[config.mk]
export PLATFORM = sky130hd
export DESIGN_NAME = scan_test_controller_flat
export DESIGN_NICKNAME = d
export VERILOG_FILES = /design/src/rtl/scan_test_controller_pkg.sv /design/src/rtl/scan_test_controller_if.sv /design/src/rtl/scan_test_controller.sv /design/src/flat_wrapper.sv
export SDC_FILE = /design/constraint.sdc
export NUM_CORES = 1
export LEC_CHECK = 0
export ABC_AREA = 1
export CAP_MARGIN = 20
export CORE_MARGIN = 8
export CORE_UTILIZATION = 55
export CTS_CLUSTER_DIAMETER = 150
export DETAILED_ROUTE_END_ITERATION = 6
export GPL_TIMING_DRIVEN = 0
export PLACE_DENSITY = 0.81
export REMOVE_ABC_BUFFERS = 1
export SKIP_CTS_REPAIR_TIMING = 1
export SYNTH_ARGS = -nofsm -noshare
export SYNTH_HDL_FRONTEND = slang
export SYNTH_SLANG_ARGS = --single-unit
[constraint.sdc]
create_clock -name clk -period 2.1 [get_ports clk]
set_input_delay 0.21 -clock clk [delete_from_list [all_inputs] [get_ports clk]]
set_output_delay 0.21 -clock clk [all_outputs]
set_load 0.02 [all_outputs]
[src/rtl/scan_test_controller_pkg.sv]
// Shared constants and state encoding for the serial-scan exhaustive test controller.
package scan_ctrl_pkg;

  localparam int unsigned DEF_N_IN    = 4;
  localparam int unsigned DEF_N_OUT   = 2;
  localparam int unsigned NUM_PAT     = 1 << DEF_N_IN;
  localparam int unsigned CYC_PER_PAT = DEF_N_IN + DEF_N_OUT + 2;

  typedef logic [2:0] state_t;

  localparam state_t S_IDLE      = 3'd0;
  localparam state_t S_SHIFT_IN  = 3'd1;
  localparam state_t S_CAPTURE   = 3'd2;
  localparam state_t S_SHIFT_OUT = 3'd3;
  localparam state_t S_COMPARE   = 3'd4;
  localparam state_t S_DONE      = 3'd5;

  // Bit counter width shared by both shift phases; never narrower than one bit.
  function automatic int unsigned cnt_width(input int unsigned a, input int unsigned b);
    int unsigned m;
    m = (a > b) ? a : b;
    return (m > 1) ? $clog2(m) : 1;
  endfunction

endpackage

[src/rtl/scan_test_controller_if.sv]
// Bundle between the controller, the scan wrapper around the CUT and the tester.
interface scan_test_controller_if
  import scan_ctrl_pkg::*;
#(
  parameter int unsigned N_IN  = DEF_N_IN,
  parameter int unsigned N_OUT = DEF_N_OUT
);

  logic             start;
  logic             abort;
  logic             scan_in;
  logic             shift_in_en;
  logic             capture;
  logic             shift_out_en;
  logic             scan_out;
  logic [N_IN-1:0]  pat_idx;
  logic [N_OUT-1:0] exp_resp;
  logic             busy;
  logic             done;
  logic [N_IN:0]    fail_count;
  logic             fail_any;
  logic [N_IN-1:0]  first_fail;

  modport master (
    input  start, abort, scan_out, exp_resp,
    output scan_in, shift_in_en, capture, shift_out_en, pat_idx,
           busy, done, fail_count, fail_any, first_fail
  );

  modport slave (
    output start, abort, scan_out, exp_resp,
    input  scan_in, shift_in_en, capture, shift_out_en, pat_idx,
           busy, done, fail_count, fail_any, first_fail
  );

endinterface

[src/rtl/scan_test_controller.sv]
// Walks every input pattern through the scan chain, captures, shifts the response out
// and tallies mismatches against the golden response.
module scan_test_controller
  import scan_ctrl_pkg::*;
#(
  parameter int unsigned N_IN  = DEF_N_IN,
  parameter int unsigned N_OUT = DEF_N_OUT
) (
  input logic                   clk,
  input logic                   rst,
  scan_test_controller_if.master bus
);

  localparam int unsigned     CW       = cnt_width(N_IN, N_OUT);
  localparam logic [N_IN-1:0] LAST_PAT = '1;

  state_t           state_q, state_d;
  logic [CW-1:0]    cnt_q, cnt_d;
  logic [N_IN-1:0]  pat_q, pat_d, pat_shl;
  logic [N_OUT-1:0] resp_q, resp_d;
  logic [N_IN:0]    fcnt_q, fcnt_d;
  logic             fany_q, fany_d;
  logic [N_IN-1:0]  ffirst_q, ffirst_d;
  logic             scan_in_q, shift_in_en_q, capture_q, shift_out_en_q, busy_q, done_q;

  always_comb begin
    state_d  = state_q;
    cnt_d    = cnt_q;
    pat_d    = pat_q;
    resp_d   = resp_q;
    fcnt_d   = fcnt_q;
    fany_d   = fany_q;
    ffirst_d = ffirst_q;
    if (bus.abort) begin
      // Abort freezes every result and index; it only returns the FSM to idle.
      state_d = S_IDLE;
    end else begin
      case (state_q)
        S_IDLE: begin
          if (bus.start) begin
            fcnt_d   = '0;
            fany_d   = 1'b0;
            ffirst_d = '0;
            pat_d    = '0;
            cnt_d    = '0;
            state_d  = S_SHIFT_IN;
          end
        end
        S_SHIFT_IN: begin
          if (cnt_q == CW'(N_IN - 1)) begin
            cnt_d   = '0;
            state_d = S_CAPTURE;
          end else begin
            cnt_d = cnt_q + CW'(1);
          end
        end
        S_CAPTURE: state_d = S_SHIFT_OUT;
        S_SHIFT_OUT: begin
          resp_d = N_OUT'({resp_q, bus.scan_out});
          if (cnt_q == CW'(N_OUT - 1)) begin
            cnt_d   = '0;
            state_d = S_COMPARE;
          end else begin
            cnt_d = cnt_q + CW'(1);
          end
        end
        S_COMPARE: begin
          if (resp_q != bus.exp_resp) begin
            fcnt_d = fcnt_q + (N_IN + 1)'(1);
            fany_d = 1'b1;
            if (!fany_q) ffirst_d = pat_q;
          end
          if (pat_q == LAST_PAT) begin
            state_d = S_DONE;
          end else begin
            pat_d   = pat_q + N_IN'(1);
            state_d = S_SHIFT_IN;
          end
        end
        S_DONE:  state_d = S_IDLE;
        default: state_d = S_IDLE;
      endcase
    end
  end

  // Next scan bit is the MSB of the next pattern after dropping the bits already sent.
  assign pat_shl = pat_d << cnt_d;

  always_ff @(posedge clk or posedge rst) begin
    if (rst) begin
      state_q        <= S_IDLE;
      cnt_q          <= '0;
      pat_q          <= '0;
      resp_q         <= '0;
      fcnt_q         <= '0;
      fany_q         <= 1'b0;
      ffirst_q       <= '0;
      scan_in_q      <= 1'b0;
      shift_in_en_q  <= 1'b0;
      capture_q      <= 1'b0;
      shift_out_en_q <= 1'b0;
      busy_q         <= 1'b0;
      done_q         <= 1'b0;
    end else begin
      state_q        <= state_d;
      cnt_q          <= cnt_d;
      pat_q          <= pat_d;
      resp_q         <= resp_d;
      fcnt_q         <= fcnt_d;
      fany_q         <= fany_d;
      ffirst_q       <= ffirst_d;
      scan_in_q      <= (state_d == S_SHIFT_IN) && pat_shl[N_IN-1];
      shift_in_en_q  <= (state_d == S_SHIFT_IN);
      capture_q      <= (state_d == S_CAPTURE);
      shift_out_en_q <= (state_d == S_SHIFT_OUT);
      busy_q         <= (state_d != S_IDLE);
      done_q         <= (state_d == S_DONE);
    end
  end

  assign bus.scan_in      = scan_in_q;
  assign bus.shift_in_en  = shift_in_en_q;
  assign bus.capture      = capture_q;
  assign bus.shift_out_en = shift_out_en_q;
  assign bus.pat_idx      = pat_q;
  assign bus.busy         = busy_q;
  assign bus.done         = done_q;
  assign bus.fail_count   = fcnt_q;
  assign bus.fail_any     = fany_q;
  assign bus.first_fail   = ffirst_q;

endmodule

[src/flat_wrapper.sv]
// flat-port wrapper written by rule: the top's interface ports become plain ports
module scan_test_controller_flat import scan_ctrl_pkg::*;
#(
  parameter int unsigned N_IN  = DEF_N_IN,
  parameter int unsigned N_OUT = DEF_N_OUT
)
  (clk, rst, bus_start, bus_abort, bus_scan_out, bus_exp_resp, bus_scan_in, bus_shift_in_en, bus_capture, bus_shift_out_en, bus_pat_idx, bus_busy, bus_done, bus_fail_count, bus_fail_any, bus_first_fail);
  scan_test_controller_if #(.N_IN(N_IN), .N_OUT(N_OUT)) bus_i ();
  input logic clk;
  input logic rst;
  input wire logic [$bits(bus_i.start)-1:0] bus_start;
  input wire logic [$bits(bus_i.abort)-1:0] bus_abort;
  input wire logic [$bits(bus_i.scan_out)-1:0] bus_scan_out;
  input wire logic [$bits(bus_i.exp_resp)-1:0] bus_exp_resp;
  output wire logic [$bits(bus_i.scan_in)-1:0] bus_scan_in;
  output wire logic [$bits(bus_i.shift_in_en)-1:0] bus_shift_in_en;
  output wire logic [$bits(bus_i.capture)-1:0] bus_capture;
  output wire logic [$bits(bus_i.shift_out_en)-1:0] bus_shift_out_en;
  output wire logic [$bits(bus_i.pat_idx)-1:0] bus_pat_idx;
  output wire logic [$bits(bus_i.busy)-1:0] bus_busy;
  output wire logic [$bits(bus_i.done)-1:0] bus_done;
  output wire logic [$bits(bus_i.fail_count)-1:0] bus_fail_count;
  output wire logic [$bits(bus_i.fail_any)-1:0] bus_fail_any;
  output wire logic [$bits(bus_i.first_fail)-1:0] bus_first_fail;
  assign bus_i.start = bus_start;
  assign bus_i.abort = bus_abort;
  assign bus_i.scan_out = bus_scan_out;
  assign bus_i.exp_resp = bus_exp_resp;
  assign bus_scan_in = bus_i.scan_in;
  assign bus_shift_in_en = bus_i.shift_in_en;
  assign bus_capture = bus_i.capture;
  assign bus_shift_out_en = bus_i.shift_out_en;
  assign bus_pat_idx = bus_i.pat_idx;
  assign bus_busy = bus_i.busy;
  assign bus_done = bus_i.done;
  assign bus_fail_count = bus_i.fail_count;
  assign bus_fail_any = bus_i.fail_any;
  assign bus_first_fail = bus_i.first_fail;
  scan_test_controller #(.N_IN(N_IN), .N_OUT(N_OUT)) u_core (.clk(clk), .rst(rst), .bus(bus_i));
endmodule
Yosys cells after proc, flatten, opt, wreduce, memory -nomap -nowiden:

Index checks and enable logic that the tools add are counted.

* bitwise operators: 1
* shift operators: 1
* add/subtract/negate cells: 3
* equality and inequality tests: 15
* muxes and demuxes: 25
* reductions and logical operators: 7

Operator list (number)
* $mux 4: 6
* $pmux 4 s2: 2
* $mux 3: 5
* $pmux 3 s5: 1
* $eq 3x2->1 const B: 4
* $mux 5: 2
* $pmux 5 s2: 1
* $mux 2: 4
* $eq 3x1->1 const B: 2
* $eq 3x3->1 const B: 2
* $pmux 2 s3: 1
* $add 5x1->5 const B: 1
* $reduce_and 5->1: 1
* $add 4x1->4 const B: 1
* $eq 4x4->1 const B: 1
* $ne 2x2->1 const B: 2
* $reduce_and 4->1: 1
* $shl 4x2->4: 1
* $logic_not 3->1: 1
* $reduce_bool 3->1: 1
* $add 2x1->2 const B: 1
* $eq 2x1->1 const B: 1
* $eq 2x2->1 const B: 1
* $mux 1: 2
* other kinds (7): 7

* flip-flop bits (word level): 27
* bits of input ports: 7

Logic depth before layout (Yosys ltp):

* word-level depth: 6
* depth in mapped cells: 11
* mapped depth without buffers: 11

Worst setup path before layout:

Ideal clock, no wire load.

* path type: reg2reg
* start point: register u_core.pat_q[1] (netlist: u_core.bus.pat_idx[1])
* end point: register u_core.done_q (netlist: u_core.bus.done)
* stages on the path, launching flop included: 8
* setup time: 0.101 ns
* arrival: 1.354 ns
* setup slack: 0.645 ns
* path buffers: 0
* clock period less this slack: 1.455 ns
* data required time: 1.999 ns
* cell sequence: dfrtp_1 ha_1 nand3_1 inv_1 nand2_2 nand2_1 nand2_1 nor4_1

* cells in the longest elaborated chain, start to end: 5

Ends and longest elaborated chain
* from (decl): RTL line scan_test_controller.sv:19 `logic [N_IN-1:0] pat_q, pat_d, pat_shl;`
* from (signal assigned): RTL line scan_test_controller.sv:107 `pat_q <= pat_d;`
* $eq 4x4->1: RTL line scan_test_controller.sv:73 `if (pat_q == LAST_PAT) begin`
* $mux 3: RTL line scan_test_controller.sv:73
* $pmux 3 s5: RTL line scan_test_controller.sv:38 `case (state_q)`
* $mux 3: RTL line scan_test_controller.sv:34 `if (bus.abort) begin`
* $eq 3x3->1: RTL line scan_test_controller.sv:117 `done_q <= (state_d == S_DONE);`
* to (signal assigned): RTL line scan_test_controller.sv:117
* to (decl): RTL line scan_test_controller.sv:24 `logic scan_in_q, shift_in_en_q, capture_q, shift_out_en_q, busy_q, done_q;`

Every way passes these cells.
A chain may end at the register's enable or synchronous reset.

Final worst setup path:

* start point: register u_core.pat_q[1] (netlist: u_core.bus.pat_idx[1])
* end point: output port bus_pat_idx[1]

RTL lines
* to (decl): RTL line flat_wrapper.sv:19 `output wire logic [$bits(bus_i.pat_idx)-1:0] bus_pat_idx;`

No word-level cell between the ends.

==> metrics.txt <==
IO Port Bufs 26; met2 usage about 24%; hold slack around 0.19 ns; slowest stage cell, crit path clkdlybuf4s50_1; commonest non-fill, non-tap cell in the layout nand2_1; fillers just over 200; layout cell share with drive strength beyond 1 under 10%; Placement Setup Slack around 0.33 ns; Required @ worst endpoint between 1.5 and 2 ns; Sink Count 27; Power Density approximately 580 nW/um^2; Area after DPL around 1700 sq um; number of global-route vias before repair between 1000 and 1500; Critical Path Source Type register; clk buf depth 2; Clock Latency Late Sink approximately 0.32 ns; via count 1254; worst-margin pin slew roughly 0.46 ns; max frequency about 0.59 GHz; Die ar. approximately 4500 sq um; routed wire length between 3 and 4 mm; WP depth 1; Hold WC Path Type primary input to asynchronous set/reset pin; Die Height a little under 70 microns; post-synthesis sequential area ratio 46.8%; post-layout util 72.0%; first-pass GRT wire length 5.18 mm; io pins 27; routed len/inst approximately 13 microns; Setup TNS 0 ns; # setup viols final 0; Ant. Diodes 0; Most Used Layer, Global Route met2; grt met3 use under 10%; Ys Warns 0; clock transition at the registers of the reported paths about 0.14 ns; Area growth syn-to-layout 23.6%; worst setup path startpoint u_core.bus.pat_idx[1]; DRT iter0 DRCs a little over 90; GPL Wtd Cong 0.927; CTS tree built; DP Wirelength approximately 2.3 mm; Crit. End Element output pin; via/cell ratio 5.14; CTS H-tree lvls 1; run status finished, final reports clean; Synth cell types 24; initial antenna violation count 0; largest net degree at the start of global routing 28; Mapped Area between 1000 and 1500 sq um; worst vdd ir 0.446 mV; MaxCap Viol Count 0; Yosys reg bits 27; CP Max Fanout 7; Reg2Reg Depth 7; fin nets between 200 and 250; min Tclk post-route roughly 1.7 ns; Synth Area per Inst around 7.8 sq um; Clock Skew approximately 0.0024 ns; die span in x roughly 67 microns; Slew headroom between 60% and 70%; Initial Utilization roughly 58%; Final Max Tran Viols 0; Top Family by Delay on Critical Path buffers and inverters; DRT antenna net count 0; num rows 18; Crit path arrival time 1.49 ns; RSZ-0062 raised after global routing no; Setup CP Type register to output pin; Fin. Hold Viols 0; setup ws final around 0.4 ns; commonest cells after routing, fill and taps aside nand2_1 (47), inv_1 (29), dfrtp_1 (27); Num CTS Buffers 3; Crit path largest cell delay between 0.6 and 0.7 ns; fin crit share 80.9%; Static Leak approximately 0.9 nW; Buf/Inv on CP 1; DRC 0; Core ar. approximately 2500 sq um; root buffer cell clkbuf_4; Critical Path, Cell by Cell clkdlybuf4s50_1; Non-Filler Cell Area, Final 1780 sq um; DR pass1 iterations 4; total track usage between 10% and 20%; met1 Use GR between 10% and 20%; FF-to-FF Start u_core.bus.pat_idx[1]; Synth Instances 184; GRT overflow 0
## metrics by stage
step / total power, W / std cells
6_report: 0.00103 / 244
5_1_grt: 0.00109 / 244
4_1_cts: 0.00103 / 243
3_5_place_dp: 0.000811 / 239
3_3_place_gp: 0.000807 / 239
2_1_floorplan: 0.000736 / 183
## per-layer routing
layer,up-vias,wire length (microns)
met4,0,55
li1,639,-
met1,579,1330
met5,-,0
met2,28,1600
met3,8,155
## cells in the mapped netlist
cell type / instances / share of area, %
o211a_1: 1 / 0.69
nor2_4: 2 / 1.6
nor3_1: 2 / 0.69
a21oi_1: 4 / 1.4
o22ai_1: 2 / 0.87
o21ai_1: 1 / 0.35
o211ai_1: 1 / 0.52
nand3_1: 16 / 5.5
nand3_2: 1 / 0.69
nand2_2: 6 / 2.6
xor2_1: 2 / 1.2
nand2_1: 47 / 12
ha_1: 5 / 4.3
inv_4: 1 / 0.43
xnor2_1: 2 / 1.2
buf_6: 1 / 0.78
o21ai_0: 11 / 3.8
nor2_2: 1 / 0.43
nor3_2: 1 / 0.69
nor2_1: 17 / 4.4
inv_2: 3 / 0.78
nor4_1: 1 / 0.43
inv_1: 29 / 7.5
dfrtp_1: 27 / 47
## flip-flops by register name, summed over array words and instances (netlist names), 2 cells and up
| register | flops |
|---|---|
| u_core.bus.first_fail | 4 |
| u_core.bus.pat_idx | 4 |
| u_core.resp_q | 2 |
| u_core.cnt_q | 2 |
| u_core.bus.fail_count | 5 |
| u_core.state_q | 3 |
## kinds of logic (layout without fill, tap and decap cells)
kind of cell	after synthesis	in the layout	synth area share [%]
xor gates and xnor gates	4	4	2.43
DFF	27	27	46.8
buffers and inverters	34	64	9.53
adders and majority gates	5	5	4.33
AOI/OAI and AO/OA	20	20	7.63
and+or+nand+nor	94	94	29.3
## layout make-up
| cell class | instances | area [sq um] | share of cell area, % |
|---|---|---|---|
| flip-flops and latches | 27 | 676 | 37.9 |
| multi-input cells | 123 | 631 | 35.3 |
| repair buffers | 27 | 288 | 16.1 |
| inverters | 33 | 126 | 7.08 |
| well taps | 30 | 37.5 | 2.10 |
| clock buffers | 4 | 26.3 | 1.47 |
## where the power goes
part,switching [W],internal [W],leakage [nW]
logic,0.000135,0.0000906,0.520
clock network,0.000144,0.0000743,0.0150
registers,0.0000314,0.000551,0.366
total,0.000311,0.000716,0.901
## worst register-to-register path, stage by stage (launching register included)
cell,delay (ns)
dfrtp_1,0.50
ha_1,0.25
nand3_1,0.10
inv_1,0.13
nand2_2,0.08
nand2_1,0.07
nand2_1,0.11
nor4_1,0.27
## final timing paths
| path | end | slack (ns) |
|---|---|---|
| min in group clk | u_core.resp_q[0] | 0.46 |
| worst max register to register | u_core.bus.done | 0.51 |
| max in group asynchronous | u_core.bus.shift_in_en | 1.47 |
| worst min register to register | u_core.bus.fail_any | 0.54 |
| worst max-delay path | bus_pat_idx[1] | 0.40 |
| worst min-delay path | u_core.bus.first_fail[3] | 0.19 |
No activity file was read; power rests on OpenSTA's default activity.
